[src/rtl/sr_pkg.sv]
// Shared constants for the SR flop bank: conflict-resolution mode encodings
// and the popcount width helper.
package sr_pkg;

  localparam int unsigned SR_SET_DOM = 0;
  localparam int unsigned SR_RST_DOM = 1;
  localparam int unsigned SR_HOLD    = 2;
  localparam int unsigned SR_TOGGLE  = 3;

  // Bits needed to hold a count from 0 to n inclusive.
  function automatic int unsigned pop_width(input int unsigned n);
    return $clog2(n + 1);
  endfunction

endpackage

[src/rtl/sr_cell.sv]
// One SR channel: registered q with mode-selected conflict resolution and a
// sticky conflict flag.
module sr_cell
  import sr_pkg::*;
#(
  parameter int unsigned MODE = SR_SET_DOM,
  parameter logic        INIT = 1'b0
) (
  input  logic clk,
  input  logic rst_n,
  input  logic en,
  input  logic s,
  input  logic r,
  input  logic clr_err,
  output logic q,
  output logic conflict
);

  logic q_q, q_d;
  logic conflict_q, conflict_d;
  logic hit;

  assign hit = en & s & r;

  always_comb begin
    q_d = q_q;
    if (en) begin
      unique case ({s, r})
        2'b10: q_d = 1'b1;
        2'b01: q_d = 1'b0;
        2'b11: begin
          unique case (MODE)
            SR_SET_DOM: q_d = 1'b1;
            SR_RST_DOM: q_d = 1'b0;
            SR_TOGGLE:  q_d = ~q_q;
            default:    q_d = q_q;
          endcase
        end
        default: q_d = q_q;
      endcase
    end
  end

  // Clear takes priority over the old flag but not over a conflict this cycle.
  always_comb begin
    conflict_d = clr_err ? hit : (conflict_q | hit);
  end

  always_ff @(posedge clk) begin
    if (!rst_n) begin
      q_q        <= INIT;
      conflict_q <= 1'b0;
    end else begin
      q_q        <= q_d;
      conflict_q <= conflict_d;
    end
  end

  assign q        = q_q;
  assign conflict = conflict_q;

endmodule

[src/rtl/sr_flop_bank.sv]
// Bank of N independent SR channels with sticky conflict flags and a
// saturating count of conflict events.
module sr_flop_bank
  import sr_pkg::*;
#(
  parameter int unsigned N     = 4,
  parameter int unsigned MODE  = SR_SET_DOM,
  parameter logic [N-1:0] INIT = '0,
  parameter int unsigned CNT_W = 8
) (
  input  logic             clk,
  input  logic             rst_n,
  input  logic             en,
  input  logic [N-1:0]     s,
  input  logic [N-1:0]     r,
  input  logic             clr_err,
  output logic [N-1:0]     q,
  output logic [N-1:0]     qbar,
  output logic [N-1:0]     conflict,
  output logic [CNT_W-1:0] conflict_cnt
);

  localparam int unsigned PopW = pop_width(N);
  // One spare bit so the add cannot wrap before the saturation check.
  localparam int unsigned SumW = ((CNT_W > PopW) ? CNT_W : PopW) + 1;
  localparam logic [SumW-1:0] CntMax = SumW'((64'd1 << CNT_W) - 64'd1);

  logic [N-1:0]     hit;
  logic [PopW-1:0]  pop;
  logic [SumW-1:0]  base;
  logic [SumW-1:0]  sum;
  logic [CNT_W-1:0] cnt_q, cnt_d;

  for (genvar i = 0; i < N; i++) begin : g_cell
    sr_cell #(
      .MODE (MODE),
      .INIT (INIT[i])
    ) u_cell (
      .clk      (clk),
      .rst_n    (rst_n),
      .en       (en),
      .s        (s[i]),
      .r        (r[i]),
      .clr_err  (clr_err),
      .q        (q[i]),
      .conflict (conflict[i])
    );
  end

  assign hit  = en ? (s & r) : '0;
  assign qbar = ~q;

  always_comb begin
    pop = '0;
    for (int i = 0; i < N; i++) begin
      pop = pop + PopW'(hit[i]);
    end
  end

  always_comb begin
    base  = clr_err ? '0 : SumW'(cnt_q);
    sum   = base + SumW'(pop);
    cnt_d = (sum > CntMax) ? CntMax[CNT_W-1:0] : sum[CNT_W-1:0];
  end

  always_ff @(posedge clk) begin
    if (!rst_n) begin
      cnt_q <= '0;
    end else begin
      cnt_q <= cnt_d;
    end
  end

  assign conflict_cnt = cnt_q;

endmodule

[config.mk]
export PLATFORM = sky130hd
export DESIGN_NAME = sr_flop_bank
export DESIGN_NICKNAME = d
export VERILOG_FILES = /design/src/rtl/sr_pkg.sv /design/src/rtl/sr_cell.sv /design/src/rtl/sr_flop_bank.sv
export SDC_FILE = /design/constraint.sdc
export NUM_CORES = 1
export LEC_CHECK = 0
export BUFFER_PORTS_ARGS = -buffer_cell sky130_fd_sc_hd__buf_2
export CORE_MARGIN = 1.5
export CORE_UTILIZATION = 47
export CTS_CLUSTER_SIZE = 16
export DETAILED_ROUTE_END_ITERATION = 8
export PLACE_DENSITY = 0.79
export SYNTH_ARGS = -nofsm -noshare
export SYNTH_HDL_FRONTEND = slang
export SYNTH_SLANG_ARGS = --single-unit
[constraint.sdc]
create_clock -name clk -period 3.4 [get_ports clk]
set_clock_uncertainty 0.2 [all_clocks]
set_input_delay 0.17 -clock clk [delete_from_list [all_inputs] [get_ports clk]]
set_output_delay 0.17 -clock clk [all_outputs]
set_load 0.05 [all_outputs]
==> flow_summary.ini, run 1 <==
[status]
status = completed

[routing]
drtIter0Drc = 29
vias_per_cell = 5.32
dr_wl_met2_um = 865
top_layer = met4
postRouteAntennaNets = 0
num_vias = 814
wl_met3_um = 126
drt_wl_total_mm = 1.84
wl_per_cell_um = 12.0
drc = 0
first_pass_iters = 7
wirelength_met1_um = 812

[pwr]
power.switching_mw = 0.126
seqPwrFrac_pct = 48.2
pwr-share-clk_pct = 30.7
switching_share_pct = 30.7
p_leak_nw = 0.511
worst_ir_drop_vdd_uv = 215
combinationalPowerShare_pct = 21.1
power.density_mw_per_mm2 = 396
internal-power_mw = 0.286

[layout]
num_antenna_cells = 0
layout.cells.non_filler = 153
post-route-cell-area_mm2 = 0.00104
synthToLayoutAreaGrowth_pct = 22.9
layout.nets = 145
ff_latch_area_um2 = 320
drive_above_1_share_pct = 29.7
fillers = 152
multi_input_area_um2 = 419

[place]
routabilityCongestion = 0.869
hpwl_mm = 1.34
place.port_buffers = 31
dp_cells = 144
placed_area_um2 = 956

[sta]
max_freq_ghz = 0.324
finalCritPeriodShare_pct = 90.7
period_minus_slack_ns = 3.09
slew_headroom_pct = 73.9
slew_viol_final = 0
fin_tns_setup_ns = 0
rsz0062_at_grt = false
setup_violations = 0
worst_pin_slew_ns = 0.391
hold_viol = 0

[logic_synthesis]
async_flop_share_pct = 0
synth_ff_type = dfxtp_1
synth_area_um2 = 848
synth_warnings = 0
synth_edf_count = 0
synth_seq_cells = 16
yosysUniqueCellTypes = 29
ys_seq_area_share_pct = 37.8
syn-num-nets = 115
syn_area_per_cell_um2 = 8.57
synthCells = 99

[die]
core-area_mm2 = 0.00171
start_util_pct = 49.7
boundaryPins = 32
die-height_um = 45.5
die_area_mm2 = 0.00207
core.rowCount = 15
die_x_um = 45.5

[run]
drv_cap = 0

[global_routing]
grt_antenna_before_repair = 0
grt_usage_pct = 18.6
grt_pass1_wl_mm = 2.84
grt_pass1_vias = 684
grt_max_degree = 14
gr-total-overflow = 0

[setup_path]
cp-end-kind = flop
worstSetupStartpointType = input port
path_max_fanout = 7
crit_arrival_ns = 3.11
critPathRequiredTime_ns = 3.43
path_class = input port to flop

[clock_tree]
cts_buffers = 3
postCtsSetupBuffers = 0
root_buffer = clkbuf_4
cts-resized-gates = 0
worstSkewPairLatency_ns = 0.28
htreeDepth = 1
cts.path.max_buffers = 2
cts_tree = built
clk_pin_slew_ns = 0.10
hold_buffers = 5
cts_num_sinks = 16

[hold_path]
min_path_type = input port to flop
==> power groups by stage <==
stage / combinational [mW] / sequential [mW] / clock [mW]
floorplan: 0.0576 / 0.212 / 0
global placement: 0.0812 / 0.203 / 0
detailed placement: 0.0819 / 0.203 / 0
CTS: 0.0869 / 0.199 / 0.130
global route: 0.0928 / 0.200 / 0.138
finish: 0.0869 / 0.199 / 0.127
==> worst max-delay path, stage by stage <==
cell and delay, ns:
dlygate4sd3_1 0.53, buf_2 0.12, and3_1 0.20, fa_1 0.53, inv_1 0.05, fa_1 0.44, inv_1 0.08, fa_1 0.30
and3_1 0.28, nor2_1 0.07, mux2_2 0.25, nor2_1 0.07
==> cells by family (layout without fill, tap and decap cells) <==
kind of cell | after synthesis | count (layout) | share of synthesized area [%]
AO/OA/AOI/OAI | 21 | 21 | 16.2
buffers and inverters | 19 | 48 | 12.8
flip-flops | 16 | 16 | 37.8
XOR/XNOR | 1 | 1 | 1.03
AND/OR/NAND/NOR | 37 | 37 | 22.3
adder cells (fa/ha/maj) | 4 | 4 | 8.55
multiplexers | 1 | 1 | 1.33
==> layout by cell type, fill, tap and decap left out, types with 2 or more instances in the layout <==
cell and n:
a22oi_1 4, nand2_1 8, dfxtp_1 16, o21ai_0 4
clkbuf_4 3, nand4_1 2, fa_1 3, a21oi_1 7
and3_1 4, nand3_1 3, nor2_1 10, nor2b_1 2
buf_2 31, dlygate4sd3_1 5, a31oi_1 2, and2b_1 3
inv_1 8
==> metal layers <==
metal | vias up | GRT usage, %
met5 | - | 0
met4 | 0 | 7.65
met3 | 4 | 4.37
met2 | 42 | 29.9
met1 | 382 | 24.0
li1 | 386 | -
==> worst paths after layout <==
path / slack [ns] / cells after the start / endpoint / start
worst max-delay path: 0.31 / 12 / conflict_cnt[5] / s[0]
worst min-delay path: 0.01 / 4 / g_cell[1].u_cell.q / r[1]
worst max register to register: 1.25 / 8 / conflict_cnt[5] / conflict_cnt[0]
worst min register to register: 0.28 / 2 / g_cell[2].u_cell.conflict / g_cell[2].u_cell.conflict
==> cell type report <==
type / instances / area share [%]
Sequential cell: 16 / 30.7
Tap cell: 25 / 3.00
Inverter: 8 / 2.88
Timing Repair Buffer: 36 / 19.7
Multi-Input combinational cell: 64 / 40.2
Clock buffer: 4 / 3.48
==> per-stage QoR <==
| step | setup slack (ns) | util (%) | total power [mW] | hold WS (ns) |
|---|---|---|---|---|
| 2_1_floorplan | 0.673 | - | 0.269 | 0.108 |
| 3_3_place_gp | 0.595 | 56.0 | 0.284 | 0.237 |
| 3_5_place_dp | 0.503 | 56.0 | 0.285 | 0.247 |
| 4_1_cts | 0.307 | 61.0 | 0.416 | 0.00693 |
| 5_1_grt | 0.181 | 61.0 | 0.430 | 0.0127 |
| 6_report | 0.315 | 61.0 | 0.412 | 0.0121 |
==> cells in the mapped netlist, types with 2 or more instances <==
cell type  instances  area share (%)
fa_1               3             7.1
inv_1              8             3.5
nor2b_1            2             1.5
and3_1             4             2.9
nand3_1            3             1.8
clkbuf_1           2            0.89
buf_4              8             7.1
a22oi_1            4             3.5
nand4_1            2             1.5
and2b_1            3             2.7
nor2_1            10             4.4
nand2_1            8             3.5
o21ai_0            4             2.4
a21oi_1            7             4.1
dfxtp_1           16              38
a31oi_1            2             1.5
==> registers in the layout, indices dropped and copies added, names as in the netlist <==
signal	count
g_cell.u_cell.q	4
conflict_cnt	8
g_cell.u_cell.conflict	4
Power figures use the tool's default switching activity.
==> run 2: changes to the inputs <==
- GPL_TIMING_DRIVEN: default -> 0
==> run 2 against run 1 <==
Compared with the run above:
- critical path depth unchanged
- non-clock buffer count increased by 11
- fmax decreased by 3.1%
- die area unchanged
- setup slack got worse by 0.099 ns
- total power decreased by 5.9%
- cell area increased by 6.2%
- first-iteration DRC count increased by 3.4%
- register-to-register slack got worse by 0.07 ns
- clock power decreased by 25%
- sequential share of layout area decreased by 1.8 points
- sequential cell count unchanged
- largest power group unchanged
==> flow_summary.ini, run 2 (synthesis gave the netlist of run 1 again) <==
[status]
status = completed

[sta]
setup_violations = 0
fin_tns_setup_ns = 0
hold_viol = 0
slew_headroom_pct = 70.5
rsz0062_at_grt = false
max_freq_ghz = 0.314
setup_slack_ns = 0.216
worst_pin_slew_ns = 0.443
finalCritPeriodShare_pct = 93.6
period_minus_slack_ns = 3.18
slew_viol_final = 0

[die]
core-area_mm2 = 0.00171
die_x_um = 45.5
core.rowCount = 15
die-height_um = 45.5
boundaryPins = 32
start_util_pct = 49.7
die_area_mm2 = 0.00207

[setup_path]
endpoint = conflict_cnt[5]
worstSetupStartpointType = input port
critical_path.startpoint = s[0]
crit_arrival_ns = 3.21
critPathRequiredTime_ns = 3.42
path_max_fanout = 7
r2r-start = conflict_cnt[0]
reg2reg_depth = 8
cp-end-kind = flop
r2r_end = conflict_cnt[5]
ff2ff_setup_slack_ns = 1.18
path_class = input port to flop

[layout]
mostFrequentLayoutCells = 31 x buf_2, 16 x dfxtp_1, 10 x nor2_1
final_common_cell = buf_2
num_antenna_cells = 0
largest_register_ffs = 8
layout.cells.non_filler = 163
drive_above_1_share_pct = 33.3
synthToLayoutAreaGrowth_pct = 30.5
layout.nets = 156

[place]
place.port_buffers = 31
dp_cells = 155
preCtsSetupSlack_ns = 0.291
hpwl_mm = 1.31
routabilityCongestion = 0.865

[hold_path]
min_path_type = input port to flop
min_from = r[1]

[routing]
wirelength_met1_um = 846
dr_wl_met2_um = 842
drc = 0
wl_met3_um = 72
top_layer = met4
drt_wl_total_mm = 1.78
first_pass_iters = 4
drtIter0Drc = 30
wl_per_cell_um = 10.9
num_vias = 783
vias_per_cell = 4.80
postRouteAntennaNets = 0

[clock_tree]
cts.path.max_buffers = 2
clk_pin_slew_ns = 0.09
cts_tree = built
htreeDepth = 1
cts_buffers = 3
postCtsSetupBuffers = 0
cts-resized-gates = 0
cts_num_sinks = 16
root_buffer = clkbuf_4
worstSkewPairLatency_ns = 0.28

[pwr]
switching_share_pct = 31.1
seqPwrFrac_pct = 51.3
internal-power_mw = 0.267
pwr-share-clk_pct = 24.7
p_leak_nw = 0.554
power.density_mw_per_mm2 = 350
combinationalPowerShare_pct = 24.0
p_total_mw = 0.388
power.switching_mw = 0.120
worst_ir_drop_vdd_uv = 299

[global_routing]
gr-total-overflow = 0
grt_pass1_vias = 642
grt_antenna_before_repair = 0
grt_usage_pct = 17.6
grt_pass1_wl_mm = 2.59
grt_max_degree = 11

[run]
drv_cap = 0
[run 2: timing repair]
item	4_1_cts	5_1_grt
hold buffers	5	0
endpoints found under the setup margin	0	0
hold endpoints to repair	6	0
[run 2: power groups by stage]
stage | logic (mW) | clock network [mW] | registers, mW
floorplan | 0.0576 | 0 | 0.212
global placement | 0.0875 | 0 | 0.203
detailed placement | 0.0888 | 0 | 0.203
CTS | 0.0935 | 0.0963 | 0.199
global route | 0.101 | 0.104 | 0.200
finish | 0.0933 | 0.0957 | 0.199
[run 2: worst max-delay path, cell delays in order]
cell,delay [ns]
dlygate4sd3_1,0.53
buf_2,0.12
and3_1,0.20
fa_1,0.54
inv_1,0.05
fa_1,0.44
inv_1,0.08
fa_1,0.34
and3_1,0.32
nor2_1,0.07
mux2_2,0.26
nor2_1,0.08
[run 2: routing by layer]
metal	global-route usage (%)	vias to the layer above
met3	4.76	2
li1	-	409
met1	23.3	356
met4	5.29	0
met5	0	-
met2	27.9	16
[run 2: layout make-up]
cell class	count	area, um^2
Fill cell	152	601
Multi-Input combinational cell	64	419
Sequential cell	16	320
Timing Repair Buffer	36	205
Buffer	11	78.8
Tap cell	25	31.3
Inverter	8	30.0
Clock buffer	3	22.5
[run 2: how the worst min path moves through the flow]
stage | endpoint | cells past startpoint
detailed placement | g_cell[3].u_cell.q | 3
finish | g_cell[1].u_cell.q | 4
CTS | g_cell[1].u_cell.q | 4
global placement | g_cell[1].u_cell.q | 3
floorplan | conflict_cnt[2] | 2
global route | g_cell[1].u_cell.q | 4
[run 2: per-stage QoR]
stage                     hold slack, ns  utilization, %  instance area, um^2
after floorplan                    0.108               -                  848
after global placement             0.236            60.6                 1030
after detailed placement           0.242            60.6                 1030
after CTS                         0.0171            64.8                 1110
after global routing              0.0387            64.8                 1110
final                             0.0142            64.8                 1110
==> run 3: changes to the inputs <==
- PLACE_DENSITY: 0.79 -> 0.86
==> run 3 against run 2 <==
Compared with the run above:
- sequential share of layout area shrank 1.1 points
- the flow now finishes with violations (hold timing)
- non-clock buffer count grew 3
- cell count grew 2.5%
- combinational power grew 6.4%
- cell area grew 4.0%
- critical path depth is the same
- sequential power is essentially flat
- largest cell class unchanged
==> flow_summary.ini, run 3 (synthesis gave the netlist of run 1 again) <==
[status]
status = complete, but fails checks
violations = hold timing

[pwr]
power.switching_mw = 0.137
worst_ir_drop_vdd_uv = 198
combinationalPowerShare_pct = 23.0
seqPwrFrac_pct = 46.1
power.density_mw_per_mm2 = 375
pwr-share-clk_pct = 30.9
internal-power_mw = 0.295
switching_share_pct = 31.7
p_leak_nw = 0.572

[sta]
worst_pin_slew_ns = 0.443
hold_ws_ns = -0.00162
setup_violations = 0
max_freq_ghz = 0.314
hold_viol = 1
slew_viol_final = 0
setup_slack_ns = 0.216
rsz0062_at_grt = false
fin_tns_setup_ns = 0
slew_headroom_pct = 70.4
finalCritPeriodShare_pct = 93.6
period_minus_slack_ns = 3.18

[die]
core-area_mm2 = 0.00171
die_area_mm2 = 0.00207
start_util_pct = 49.7
core.rowCount = 15
die-height_um = 45.5
boundaryPins = 32
die_x_um = 45.5

[setup_path]
path_max_fanout = 7
critPathRequiredTime_ns = 3.44
cp-end-kind = flop
slowest_delay_ns = 0.55
crit_arrival_ns = 3.22
worstSetupStartpointType = input port
cp_cell_sequence = dlygate4sd3_1 > buf_2 > and3_1 > fa_1 > inv_1 > fa_1 > inv_1 > fa_1 > and3_1 > nor2_1 > mux2_2 > nor2_1
path_class = input port to flop
path_common_cell = fa_1
cp_slowest_cell = fa_1

[layout]
final_common_cell = buf_2
finish.utilization_pct = 67.4
drive_above_1_share_pct = 33.1
synthToLayoutAreaGrowth_pct = 35.7
multi_input_area_um2 = 419
ff_latch_area_um2 = 320
mostFrequentLayoutCells = 31 x buf_2, 16 x dfxtp_1, 10 x nor2_1
fillers = 126
largest_register_ffs = 8
num_antenna_cells = 0
layout.nets = 159

[routing]
drt_wl_total_mm = 2.14
postRouteAntennaNets = 0
wl_per_cell_um = 12.8
drtIter0Drc = 27
num_vias = 878
first_pass_iters = 4
drc = 0
vias_per_cell = 5.26

[global_routing]
grt_max_degree = 11
grt_pass1_wl_mm = 3.27
grt_pass1_vias = 743
grt_antenna_before_repair = 0
gr-total-overflow = 0
grt_usage_pct = 22.8

[clock_tree]
clk_pin_slew_ns = 0.10
htreeDepth = 1
cts-resized-gates = 0
cts.path.max_buffers = 2
postCtsSetupBuffers = 0
hold_buffers = 8
cts_tree = built
cts_num_sinks = 16
worstSkewPairLatency_ns = 0.31
cts_buffers = 3
root_buffer = clkbuf_4

[place]
routabilityCongestion = 0.868
hpwl_mm = 1.36
place.port_buffers = 31
preCtsSetupSlack_ns = 0.275

[hold_path]
min_path_type = input port to flop

[run]
drv_cap = 0
==> run 3: layout make-up <==
type,instances,area share [%]
Tap cell,25,2.72
Buffer,11,6.85
Inverter,8,2.61
Sequential cell,16,27.8
Multi-Input combinational cell,64,36.4
Timing Repair Buffer,39,20.4
Clock buffer,4,3.15
==> run 3: routing by layer <==
metal  part of all wire (%)  global-route usage (%)  vias up
met5                      0                       0        -
met4                    5.8                    19.4        0
met3                    4.0                    3.57       13
met2                     49                    34.4       34
met1                     41                    28.0      415
li1                       -                       -      416
==> run 3: worst paths after layout <==
| path | start | end | slack, ns | cells after the start |
|---|---|---|---|---|
| hold reg to reg | g_cell[2].u_cell.conflict | g_cell[2].u_cell.conflict | 0.29 | 2 |
| hold / removal | r[3] | g_cell[3].u_cell.q | -0.002 | 4 |
| setup / recovery | s[0] | conflict_cnt[5] | 0.22 | 12 |
| setup reg to reg | conflict_cnt[0] | conflict_cnt[5] | 1.16 | 8 |
==> run 3: per-stage QoR <==
| step | instance area [um^2] | hold WS (ns) | total power, mW | std cells |
|---|---|---|---|---|
| 5_1_grt | 1150 | 0.0622 | 0.449 | 167 |
| 6_report | 1150 | -0.00162 | 0.432 | 167 |
| 3_5_place_dp | 1030 | 0.254 | 0.292 | 155 |
| 3_3_place_gp | 1030 | 0.236 | 0.290 | 155 |
| 2_1_floorplan | 848 | 0.108 | 0.269 | 99 |
| 4_1_cts | 1150 | 0.0126 | 0.429 | 167 |
==> run 3: power groups by stage <==
| stage | registers (mW) | clock network [mW] | logic (mW) |
|---|---|---|---|
| after floorplan | 0.212 | 0 | 0.0576 |
| after global placement | 0.203 | 0 | 0.0873 |
| after detailed placement | 0.203 | 0 | 0.0889 |
| after CTS | 0.199 | 0.133 | 0.0974 |
| after global routing | 0.200 | 0.142 | 0.106 |
| final | 0.199 | 0.133 | 0.0993 |
==> run 3: worst max-delay path, delay by kind of cell <==
family                   cells  cell delay, ns
adder cells (fa/ha/maj)      3            1.33
buffers and inverters        4            0.81
AND/OR/NAND/NOR              4            0.66
multiplexers                 1            0.25
